**config.mk**
```make
export PLATFORM = sky130hd
export DESIGN_NAME = init_command_sequencer
export DESIGN_NICKNAME = d
export VERILOG_FILES = /design/src/rtl/init_command_sequencer.sv
export SDC_FILE = /design/constraint.sdc
export NUM_CORES = 1
export LEC_CHECK = 0
export CAP_MARGIN = 20
export CELL_PAD_IN_SITES_DETAIL_PLACEMENT = 1
export CELL_PAD_IN_SITES_GLOBAL_PLACEMENT = 2
export CORE_ASPECT_RATIO = 1.4
export CORE_MARGIN = 5
export CORE_UTILIZATION = 28
export CTS_BUF_LIST = sky130_fd_sc_hd__clkbuf_16
export DETAILED_ROUTE_END_ITERATION = 12
export PLACE_DENSITY_LB_ADDON = 0.1
export SLEW_MARGIN = 20
export SYNTH_ARGS = -nofsm -noshare
export SYNTH_HDL_FRONTEND = slang
export SYNTH_SLANG_ARGS = --single-unit
```
**constraint.sdc**
```tcl
create_clock -name clk -period 2 [get_ports clk]
set_input_delay 0.4 -clock clk [delete_from_list [all_inputs] [get_ports clk]]
set_output_delay 0.4 -clock clk [all_outputs]
set_load 0.005 [all_outputs]
```
**src/rtl/init_command_sequencer.sv**
```systemverilog
// Initialization/command sequencer: decodes ICW1..ICW4 and OCW1..OCW3 writes and commits each one when the write strobe ends.
// Optional cascade support (ICW3 / WAIT_ICW3) is enabled by defining INIT_SEQ_CASCADE_EN.
module init_command_sequencer (
  input  logic       clk,
  input  logic       reset_bar,
  input  logic       CS_bar,
  input  logic       WR_bar,
  input  logic       A0,
  input  logic [7:0] data_bus_in,
  output logic       init_done,
  output logic       ltim,
  output logic       sngl,
  output logic [4:0] vector_base,
  output logic [7:0] cascade_cfg,
  output logic       aeoi,
  output logic [7:0] imr,
  output logic       ocw2_strobe,
  output logic [7:0] ocw2_data,
  output logic       read_isr,
  output logic       smm,
  output logic       poll_strobe
);

  typedef enum logic [2:0] {
    IDLE      = 3'd0,
    WAIT_ICW2 = 3'd1,
    WAIT_ICW3 = 3'd2,
    WAIT_ICW4 = 3'd3,
    READY     = 3'd4
  } state_t;

  state_t     state_q, state_d;
  logic       wr_active;
  logic       commit;
  logic       wr_active_q;
  logic       lat_a0_q, lat_a0_d;
  logic [7:0] lat_d_q, lat_d_d;
  logic       ltim_q, ltim_d;
  logic       sngl_q, sngl_d;
  logic       ic4_q, ic4_d;
  logic [4:0] vector_base_q, vector_base_d;
  logic [7:0] cascade_cfg_q, cascade_cfg_d;
  logic       aeoi_q, aeoi_d;
  logic [7:0] imr_q, imr_d;
  logic       ocw2_strobe_q, ocw2_strobe_d;
  logic [7:0] ocw2_data_q, ocw2_data_d;
  logic       read_isr_q, read_isr_d;
  logic       smm_q, smm_d;
  logic       poll_strobe_q, poll_strobe_d;
  logic       sngl_eff;

  assign wr_active = ~CS_bar & ~WR_bar;
  // A commit is the falling edge of wr_active, whichever of CS_bar/WR_bar ended it.
  assign commit    = wr_active_q & ~wr_active;

`ifdef INIT_SEQ_CASCADE_EN
  assign sngl_eff = sngl_q;
`else
  assign sngl_eff = 1'b1;
`endif

  always_comb begin
    state_d       = state_q;
    lat_a0_d      = wr_active ? A0 : lat_a0_q;
    lat_d_d       = wr_active ? data_bus_in : lat_d_q;
    ltim_d        = ltim_q;
    sngl_d        = sngl_q;
    ic4_d         = ic4_q;
    vector_base_d = vector_base_q;
    cascade_cfg_d = cascade_cfg_q;
    aeoi_d        = aeoi_q;
    imr_d         = imr_q;
    ocw2_strobe_d = 1'b0;
    ocw2_data_d   = ocw2_data_q;
    read_isr_d    = read_isr_q;
    smm_d         = smm_q;
    poll_strobe_d = 1'b0;
    if (commit) begin
      if (!lat_a0_q && lat_d_q[4]) begin
        // ICW1 restarts initialization from any state.
        ltim_d        = lat_d_q[3];
        sngl_d        = lat_d_q[1];
        ic4_d         = lat_d_q[0];
        imr_d         = 8'h00;
        read_isr_d    = 1'b0;
        smm_d         = 1'b0;
        aeoi_d        = 1'b0;
        cascade_cfg_d = 8'h00;
        state_d       = WAIT_ICW2;
      end else begin
        case (state_q)
          WAIT_ICW2: if (lat_a0_q) begin
            vector_base_d = lat_d_q[7:3];
            if (!sngl_eff)  state_d = WAIT_ICW3;
            else if (ic4_q) state_d = WAIT_ICW4;
            else            state_d = READY;
          end
`ifdef INIT_SEQ_CASCADE_EN
          WAIT_ICW3: if (lat_a0_q) begin
            cascade_cfg_d = lat_d_q;
            state_d       = ic4_q ? WAIT_ICW4 : READY;
          end
`endif
          WAIT_ICW4: if (lat_a0_q) begin
            aeoi_d  = lat_d_q[1];
            state_d = READY;
          end
          READY: begin
            if (lat_a0_q) begin
              imr_d = lat_d_q;
            end else if (!lat_d_q[3]) begin
              ocw2_data_d   = lat_d_q;
              ocw2_strobe_d = 1'b1;
            end else begin
              if (lat_d_q[1]) read_isr_d = lat_d_q[0];
              if (lat_d_q[6]) smm_d = lat_d_q[5];
              poll_strobe_d = lat_d_q[2];
            end
          end
          default: ;
        endcase
      end
    end
  end

  always_ff @(posedge clk or negedge reset_bar) begin
    if (!reset_bar) begin
      state_q       <= IDLE;
      wr_active_q   <= 1'b0;
      lat_a0_q      <= 1'b0;
      lat_d_q       <= 8'h00;
      ltim_q        <= 1'b0;
      sngl_q        <= 1'b0;
      ic4_q         <= 1'b0;
      vector_base_q <= 5'h00;
      cascade_cfg_q <= 8'h00;
      aeoi_q        <= 1'b0;
      imr_q         <= 8'h00;
      ocw2_strobe_q <= 1'b0;
      ocw2_data_q   <= 8'h00;
      read_isr_q    <= 1'b0;
      smm_q         <= 1'b0;
      poll_strobe_q <= 1'b0;
    end else begin
      state_q       <= state_d;
      wr_active_q   <= wr_active;
      lat_a0_q      <= lat_a0_d;
      lat_d_q       <= lat_d_d;
      ltim_q        <= ltim_d;
      sngl_q        <= sngl_d;
      ic4_q         <= ic4_d;
      vector_base_q <= vector_base_d;
      cascade_cfg_q <= cascade_cfg_d;
      aeoi_q        <= aeoi_d;
      imr_q         <= imr_d;
      ocw2_strobe_q <= ocw2_strobe_d;
      ocw2_data_q   <= ocw2_data_d;
      read_isr_q    <= read_isr_d;
      smm_q         <= smm_d;
      poll_strobe_q <= poll_strobe_d;
    end
  end

  assign init_done   = (state_q == READY);
  assign ltim        = ltim_q;
  assign sngl        = sngl_q;
  assign vector_base = vector_base_q;
  assign aeoi        = aeoi_q;
  assign imr         = imr_q;
  assign ocw2_strobe = ocw2_strobe_q;
  assign ocw2_data   = ocw2_data_q;
  assign read_isr    = read_isr_q;
  assign smm         = smm_q;
  assign poll_strobe = poll_strobe_q;
`ifdef INIT_SEQ_CASCADE_EN
  assign cascade_cfg = cascade_cfg_q;
`else
  assign cascade_cfg = 8'h00;
`endif

endmodule

```
==> results of run 1 <==
-- sequential cells by signal, indices dropped and copies added (netlist names) --
name,cells
sngl,1
vector_base,5
smm,1
lat_d_q,8
ic4_q,1
read_isr,1
poll_strobe,1
wr_active_q,1
ocw2_strobe,1
lat_a0_q,1
state_q,3
imr,8
aeoi,1
ltim,1
ocw2_data,7
-- routing by layer --
metal / vias to the layer above / GRT usage, % / part of all wire (%)
met2: 35 / 20.4 / 51
met1: 705 / 15.4 / 43
met3: 6 / 3.31 / 4.4
met4: 0 / 4.71 / 1.4
li1: 630 / - / -
met5: - / 0 / 0
-- worst min path at each step --
stage / end / startpoint / slack [ns] / depth (start not counted)
floorplan: aeoi / reset_bar / 0.10 / 0
global placement: imr[0] / reset_bar / 0.32 / 1
detailed placement: imr[0] / reset_bar / 0.33 / 1
CTS: imr[5] / reset_bar / 0.02 / 1
global route: imr[5] / reset_bar / 0.03 / 1
finish: imr[5] / reset_bar / 0.02 / 1
-- synthesized netlist by cell type (all sizes together) (2+ instances only) --
library cell	instances
a221o	2
a22o	11
a311oi	2
and3	2
buf	15
clkbuf	3
dfrtp	41
inv	14
mux2	23
mux2i	9
nand2b	3
nand3	2
nor2	2
nor3b	2
nor4b	2
o211ai	8
o21ai	2
-- logic make-up (layout without fill, tap and decap cells) --
group	Yosys count	in the layout	synth area share, %
AND/OR/NAND/NOR	19	19	7.49
buffers and inverters	32	74	8.89
AO/OA/AOI/OAI	28	28	12.2
flip-flops	41	41	52.5
multiplexers	32	32	18.8
other	1	9	0.192
-- worst register-to-register path, delay by kind of cell, from the launching register on --
kind | cells | cell delay [ns]
DFF | 1 | 0.46
and+or+nand+nor | 2 | 0.54
muxes | 1 | 0.38
buffers and inverters | 1 | 0.28
-- metrics by stage --
stage / total power (W) / std cells / hold WS (ns) / setup TNS, ns
detailed placement: 0.00235 / 291 / 0.325 / -0.970
global placement: 0.00230 / 291 / 0.323 / -0.565
global route: 0.00328 / 298 / 0.0332 / 0
CTS: 0.00313 / 298 / 0.0220 / 0
floorplan: 0.00177 / 161 / 0.104 / 0
finish: 0.00309 / 298 / 0.0158 / 0
-- power breakdown --
part | total [W] | internal (W) | switching, W
clock network | 0.000761 | 0.000451 | 0.000310
registers | 0.00131 | 0.00108 | 0.000233
logic | 0.00101 | 0.000673 | 0.000341
total | 0.00309 | 0.00220 | 0.000884
-- cell type report --
| cell class | instances | share of cell area [%] |
|---|---|---|
| Sequential cell | 41 | 39.0 |
| Multi-Input combinational cell | 88 | 30.1 |
| Timing Repair Buffer | 53 | 19.2 |
| Clock buffer | 5 | 4.75 |
| Tap cell | 95 | 4.52 |
| Inverter | 14 | 2.00 |
| Clock inverter | 2 | 0.428 |
-- repair_timing --
| action | CTS | global route |
|---|---|---|
| hold buffers | 0 | 0 |
| resized for setup | 0 | 2 |
| setup endpoints to repair | 0 | 1 |
==> metrics, run 1 <==
CP max FO 7; largest net degree at the start of global routing 19; chip height 109 um; outcome finished clean; minimum clock period 1.90 ns; Mapped Area 1960 sq um; r2r worst-path depth 4; P per Cell Area 1170 nW/um^2; Setup Viol. Count Final 0; P_leak 1.17 nW; Final Wtd Congestion 0.737; later-pin clock latency in the skew report 0.28 ns; Longest Clk Path Bufs 2; Vias/cell 4.62; crit path cell chain nor3b_4 > clkdlybuf4s50_1; root buffer cell clkbuf_16; register bit total from synthesis 41; Crit Path Class register to output port; Initial Utilization 28.4%; area of the multi-input gates 792 sq um; RR Endpoint ocw2_data[7]; Die W 80.6 um; WP buf/inv 1; fin worst setup slack 0.0976 ns; RSZ-0062 raised after global routing false; area of placed instances 2490 sq um; setup bufs post-CTS 0; Num Clock Sinks 41; diode count 0; pre-CTS setup slack -0.0922 ns; Core Rows 36; WL/cell 16.7 um; vias in the first global route 1,540; register area share after synthesis 52.5%; Reg2Reg Setup Slack 0.23 ns; Primary FF master, synth dfrtp_1; FF+latch area 1030 sq um; Stages on worst setup path 2; top cell type's share of synthesized area 52.5%; crit-path leading delay family buffers and inverters; peak supply drop 0.635 mV; Worst path max stage delay 0.54 ns; gr usage total 12.4%; antenna violations before repair 0; Critical Path Start state_q[1]; Residual DRC 0; First-pass DRT Iterations 4; FF-to-FF Start state_q[1]; # fillers 739; Ys Warns 0; Post-Synthesis Cells 153; CTS tree built; Hold WC Path Type input pin to async pin; clk_skew 0.00371 ns; WL final 4990 um; Critical Path RT 1.60 ns; Worst Setup End Kind output port; Synth area leaders dfrtp_1 52%, mux2_2 10%, a22o_1 4.9%, mux2i_1 4.6%, mux2_4 3.8%; Final Hold Fails 0; CORE AREA 6890 sq um; Finished Cell Area 2630 sq um; ratio of cells with drive above 1 in the final layout 24.1%; nets 216; most common cell after layout, fill and taps aside dfrtp_1; top cell type by total area after synthesis dfrtp_1; H-tree depth 2; CP startpoint kind register; Post-synth EDFFs 0; syn avg cell area 12.8 sq um; Area Growth Syn to Fin 34.6%; Clk pin slew, worst setup/hold paths 0.06 ns; first-pass GRT wire length 8200 um; period utilization 95.1%; Netlist cell types 33; IO Pins 50; ys async rst share 100%; Fmax achieved 526 MHz; most frequent cells in the layout 40 x dfrtp_1, 39 x clkdlybuf4s50_1, 18 x mux2_2; Worst path slowest cell clkdlybuf4s50_1; DR iter-0 viols 46; I/O Buffers 40; Final Util 38.2%; grt ovf 0; Final HPWL DP 3770 um; Slew Limit Fails 0; die area 8780 sq um; Routed Antenna Nets 0; max capacitance violation total 0; Inserted Clock Buffers 5; vias 1,376; Worst Setup EP init_done; CP arrival 1.50 ns
Note: power is estimated with default switching activity, not from simulation.
==> run 2, diff against run 1 <==
--- a/config.mk
+++ b/config.mk
@@ -14,6 +14,7 @@
 export CTS_BUF_LIST = sky130_fd_sc_hd__clkbuf_16
 export DETAILED_ROUTE_END_ITERATION = 12
 export PLACE_DENSITY_LB_ADDON = 0.1
+export SETUP_SLACK_MARGIN = 0.05
 export SLEW_MARGIN = 20
 export SYNTH_ARGS = -nofsm -noshare
 export SYNTH_HDL_FRONTEND = slang
==> run 2 against run 1 <==
  * Non-clock buffer count stayed put
  * Critical path depth rose by 2
  * Global-route usage unchanged
  * Sequential power about the same
  * Clock-buffer cell count did not move
  * Power about the same
  * Cell count did not move
  * Clock skew unchanged
  * Via count unchanged
  * Utilization barely moved
  * Flip-flop and latch count is the same
  * Clock power about the same
==> metrics, run 2 (synthesis gave the netlist of run 1 again) <==
gr usage total 12.4% (unchanged); WP buf/inv 1 (unchanged); Clk pin slew, worst setup/hold paths 0.06 ns (about the same); diode count 0 (unchanged); Slew Limit Fails 0 (unchanged); met2 wire len 2540 um (unchanged); setup TNS 0 ns (unchanged); most common cell after layout, fill and taps aside dfrtp_1; antenna violations before repair 0 (unchanged); P per Cell Area 1170 nW/um^2 (-0.15%); CP max FO 5 (-2); RR Endpoint ocw2_data[7]; most frequent cells in the layout 40 x dfrtp_1, 38 x clkdlybuf4s50_1, 18 x mux2_2; FF-to-FF Start state_q[1]; Fmax achieved 555 MHz (+5.5%); WL/cell 16.7 um (about the same); Vias/cell 4.62 (unchanged); grt ovf 0 (unchanged); First-pass DRT Iterations 4 (unchanged); CORE AREA 6890 sq um (unchanged); Initial Utilization 28.4% (unchanged); Worst path slowest cell or4b_4; Area Growth Syn to Fin 34.7% (about the same); Critical Path Start CS_bar; Hold WC Path Type input pin to async pin; crit-path leading delay family simple AND/OR/NAND/NOR gates; ratio of cells with drive above 1 in the final layout 24.1% (unchanged); Placed Cells 291 (unchanged); fin worst setup slack 0.197 ns (+0.0993 ns); vias in the first global route 1,538 (-0.13%); Top Metal Used met4; root buffer cell clkbuf_16; Inserted Clock Buffers 5 (unchanged); Worst Setup End Kind register; CP arrival 1.97 ns (+0.47 ns); period utilization 90.2% (-5.0 points); final cell count without fillers 298 (unchanged); clk_skew 0.00371 ns (unchanged); Setup Viol. Count Final 0 (unchanged); Worst path max stage delay 0.59 ns (+0.05 ns); Final Wtd Congestion 0.737 (unchanged); die area 8780 sq um (unchanged); Die W 80.6 um (unchanged); Final Hold Fails 0 (unchanged); CTS tree built; later-pin clock latency in the skew report 0.28 ns (about the same); first-pass GRT wire length 8200 um (unchanged); Core Rows 36 (unchanged); CP startpoint kind input pin; nets 216 (unchanged); outcome finished clean; Num Clock Sinks 41 (unchanged); Critical Path RT 2.17 ns (+0.57 ns); RSZ-0062 raised after global routing false; Longest Clk Path Bufs 2 (unchanged); WL final 4990 um (about the same); chip height 109 um (unchanged); Reg2Reg Setup Slack 0.24 ns (about the same); r2r worst-path depth 4 (unchanged); peak supply drop 0.635 mV (about the same); Residual DRC 0 (unchanged); met1 WL 2160 um (unchanged); setup bufs post-CTS 0 (unchanged); Final Power 0.00308 W (about the same); vias 1,376 (unchanged); minimum clock period 1.80 ns (-0.0993 ns); largest net degree at the start of global routing 19 (unchanged); P_leak 1.19 nW (+1.5%); H-tree depth 2 (unchanged); Crit Path Class input pin to register; max capacitance violation total 0 (unchanged); Final HPWL DP 3770 um (unchanged); IO Pins 50 (unchanged); Routed Antenna Nets 0 (unchanged); pre-CTS setup slack -0.0922 ns (unchanged); DR iter-0 viols 46 (unchanged); I/O Buffers 40 (unchanged); routed wl met3 218 um (+0.46%); crit path cell chain clkdlybuf4s50_1 > o21ai_4 > or4b_4 > mux2_4
## run 2: cell types whose count changed in the layout (fill, tap and decap cells not counted), sizes merged
cell           previous run  this run
clkdlybuf4s50            39        38
dlymetal6s2s              0         1
## run 2: worst max-delay path by stage
stage / slack [ns] / cells after the start / end
after CTS: 0.05 / 2 / init_done
final: 0.20 / 4 / vector_base[1]
after floorplan: 0.43 / 4 / vector_base[0]
after detailed placement: -0.09 / 4 / vector_base[1]
after global routing: 0.07 / 4 / ocw2_data[1]
after global placement: -0.08 / 4 / vector_base[4]
## run 2: report_power, final
group | internal [W] | switching (W) | total [W]
clock | 0.000451 | 0.000310 | 0.000761
sequential | 0.00108 | 0.000233 | 0.00131
combinational | 0.000672 | 0.000341 | 0.00101
## run 2: final cells by class
cell class,instances,area (sq um)
repair buffers,53,508
clock buffers,5,125
inverters,14,52.6
clock inverters,2,11.3
fillers,738,4260
multi-input cells,88,792
well taps,95,119
flip-flops and latches,41,1030
## run 2: per-layer routing
metal,vias up,global-route usage (%)
met5,-,0
met4,0,4.71
met3,6,3.31
met2,35,20.4
met1,705,15.4
li1,630,-
## run 2: repair_timing
item	in CTS	in global routing
pin swaps	1	0
hold buffers	0	0
resized for setup	1	2
endpoints found under the setup margin	1	7
## run 2: per-stage QoR
| stage | hold slack [ns] | instance area [sq um] | utilization (%) |
|---|---|---|---|
| CTS | 0.0220 | 2630 | 38.1 |
| detailed placement | 0.325 | 2490 | 36.1 |
| global placement | 0.323 | 2490 | 36.1 |
| global route | 0.0332 | 2640 | 38.2 |
| floorplan | 0.104 | 1990 | - |
| finish | 0.0158 | 2640 | 38.2 |
==> run 3, diff against run 2 <==
--- a/config.mk
+++ b/config.mk
@@ -9,7 +9,7 @@
 export CELL_PAD_IN_SITES_DETAIL_PLACEMENT = 1
 export CELL_PAD_IN_SITES_GLOBAL_PLACEMENT = 2
 export CORE_ASPECT_RATIO = 1.4
-export CORE_MARGIN = 5
+export CORE_MARGIN = 2
 export CORE_UTILIZATION = 28
 export CTS_BUF_LIST = sky130_fd_sc_hd__clkbuf_16
 export DETAILED_ROUTE_END_ITERATION = 12
==> run 3 against run 2 <==
  * Via count shrank 2.1%
  * Die area shrank 13%
  * Hold slack gained 0.17 ns
  * Register-to-register slack gained 0.14 ns
  * Critical path depth is the same
  * Clock skew grew 0.0017 ns
  * Sequential share of layout area grew 0.10 points
  * First-iteration DRC count shrank 17%
  * Critical path type unchanged
  * Clock power shrank 2%
  * Global-route usage grew 1.6 points
  * Worst setup slack gained 0.012 ns
  * Routed wire length shrank 3.1%
==> metrics, run 3 (synthesis gave the netlist of run 1 again) <==
Tightest Pin Transition 0.534 ns; WL/cell 16.1 um (-3.8%); Final Wtd Congestion 0.719 (-2.4%); CP arrival 1.95 ns (-0.02 ns); Critical Path RT 2.16 ns (about the same); met2 Track Usage GR 23.6% (+3.1 points); root buffer cell clkbuf_16; peak supply drop 0.387 mV (-39%); Combinational Power Share 33.4% (+0.6 points); Longest Clk Path Bufs 2 (unchanged); Worst path slowest cell or4b_4; DR iter-0 viols 38 (-17%); Worst slew margin 64.4%; Final Util 38.4% (+0.20 points); Reg2Reg Setup Slack 0.38 ns (+0.14 ns); Placed Cells 291 (unchanged); first-pass GRT wire length 8010 um (-2.3%); gr usage total 14.0% (+1.6 points); vias 1,347 (-2.1%); Core Rows 36 (unchanged); met1 Usage GRT 17.7% (+2.3 points); vias in the first global route 1,516 (-1.4%); Finished Cell Area 2630 sq um (-0.14%); FF-to-FF Start state_q[1]; Initial Utilization 28.6% (+0.19 points); Crit Path Class input pin to register; area of placed instances 2480 sq um (-0.50%); Area Growth Syn to Fin 34.5%; clk_skew 0.00544 ns (+0.00173 ns); Final HPWL DP 3540 um (-6.1%); largest net degree at the start of global routing 42 (+23); hold slack 0.188 ns (+0.172 ns); chip height 103 um (-5.5%); outcome finished clean; Worst path max stage delay 0.58 ns (about the same); Num Clock Sinks 41 (unchanged); GR peak layer met2; Setup Viol. Count Final 0 (unchanged); Worst Setup End Kind register; WP buf/inv 1 (unchanged); Inserted Clock Buffers 5 (unchanged); Fmax achieved 558 MHz (+0.69%); CORE AREA 6850 sq um (-0.65%); I/O Buffers 40 (unchanged); ratio of cells with drive above 1 in the final layout 24.4% (+0.25 points); minimum clock period 1.79 ns (-0.0124 ns); most frequent cells in the layout 39 x dfrtp_1, 38 x clkdlybuf4s50_1, 18 x mux2_2; First-pass DRT Iterations 3 (-1); Internal Power 0.00221 W (+0.66%); max capacitance violation total 0 (unchanged); r2r worst-path depth 3 (-1); P_leak 1.21 nW (+1.3%); nets 217 (+0.46%); power share of the clock group 24.2% (-0.5 points); met3 usage 2.74% (-0.57 points); grt ovf 0 (unchanged); Vias/cell 4.49 (-2.8%); Residual DRC 0 (unchanged); later-pin clock latency in the skew report 0.28 ns (about the same); diode count 0 (unchanged); die area 7680 sq um (-13%); WL final 4830 um (-3.1%); most common cell after layout, fill and taps aside dfrtp_1; antenna violations before repair 0 (unchanged); Switching Fraction 28.2% (-0.45 points); IO Pins 50 (unchanged); Switching Power 0.000870 W (-1.6%); CP max FO 5 (unchanged); RR Endpoint vector_base[3]; CP startpoint kind input pin; H-tree depth 2 (unchanged); Clk pin slew, worst setup/hold paths 0.05 ns (about the same); crit-path leading delay family simple AND/OR/NAND/NOR gates; Die W 74.6 um (-7.4%); crit path cell chain clkdlybuf4s50_1 > o21ai_4 > or4b_4 > mux2_4; Routed Antenna Nets 0 (unchanged); CTS tree built; Final Power 0.00309 W (about the same); period utilization 89.5% (-0.62 points); P per Cell Area 1170 nW/um^2 (+0.17%); Hold WC Path Type input pin to async pin; RSZ-0062 raised after global routing false; final cell count without fillers 300 (+0.67%); Slew Limit Fails 0 (unchanged); Seq pwr share 42.4% (about the same); Final Hold Fails 0 (unchanged)
-- run 3: cell count changes in the layout (fill, tap and decap cells not counted), sizes merged --
cell / before / now
clkinvlp: 1 / 0
buf: 14 / 15
inv: 14 / 17
clkinv: 1 / 0
-- run 3: power by group through the flow --
| stage | combinational, W | sequential (W) | clock [W] |
|---|---|---|---|
| final | 0.00103 | 0.00131 | 0.000747 |
| after global routing | 0.00112 | 0.00136 | 0.000808 |
| after CTS | 0.00105 | 0.00131 | 0.000774 |
| after detailed placement | 0.00103 | 0.00132 | 0 |
| after global placement | 0.00101 | 0.00130 | 0 |
| after floorplan | 0.000507 | 0.00126 | 0 |
-- run 3: layout make-up --
class | instances | area [sq um]
Fill cell | 769 | 4220
Sequential cell | 41 | 1030
Multi-Input combinational cell | 88 | 792
Timing Repair Buffer | 54 | 503
Clock buffer | 5 | 125
Tap cell | 95 | 119
Inverter | 14 | 52.6
Clock inverter | 3 | 11.3
-- run 3: layer usage --
layer  wire, um  share of wire (%)  vias to the layer above
met5          0                  0                        -
met4         72                1.5                        0
met3        140                2.9                        6
met2       2460                 51                       30
met1       2160                 45                      679
li1           -                  -                      632
-- run 3: stage by stage --
step	setup slack, ns	TNS (ns)
global placement	-0.0620	-0.330
global route	0.158	0
finish	0.209	0
CTS	0.0712	0
floorplan	0.430	0
detailed placement	-0.0852	-0.500
-- run 3: worst max-delay path by stage --
stage / from / endpoint / cells after the start
finish: WR_bar / vector_base[3] / 4
global route: WR_bar / vector_base[2] / 4
CTS: state_q[0] / init_done / 2
detailed placement: WR_bar / vector_base[3] / 4
global placement: WR_bar / vector_base[0] / 4
floorplan: state_q[2] / vector_base[0] / 4
-- run 3: timing repair --
item,CTS,global route
setup endpoints to repair,1,1
setup buffers,1,0
resized for setup,1,3
pin swaps,1,1
hold buffers,0,0
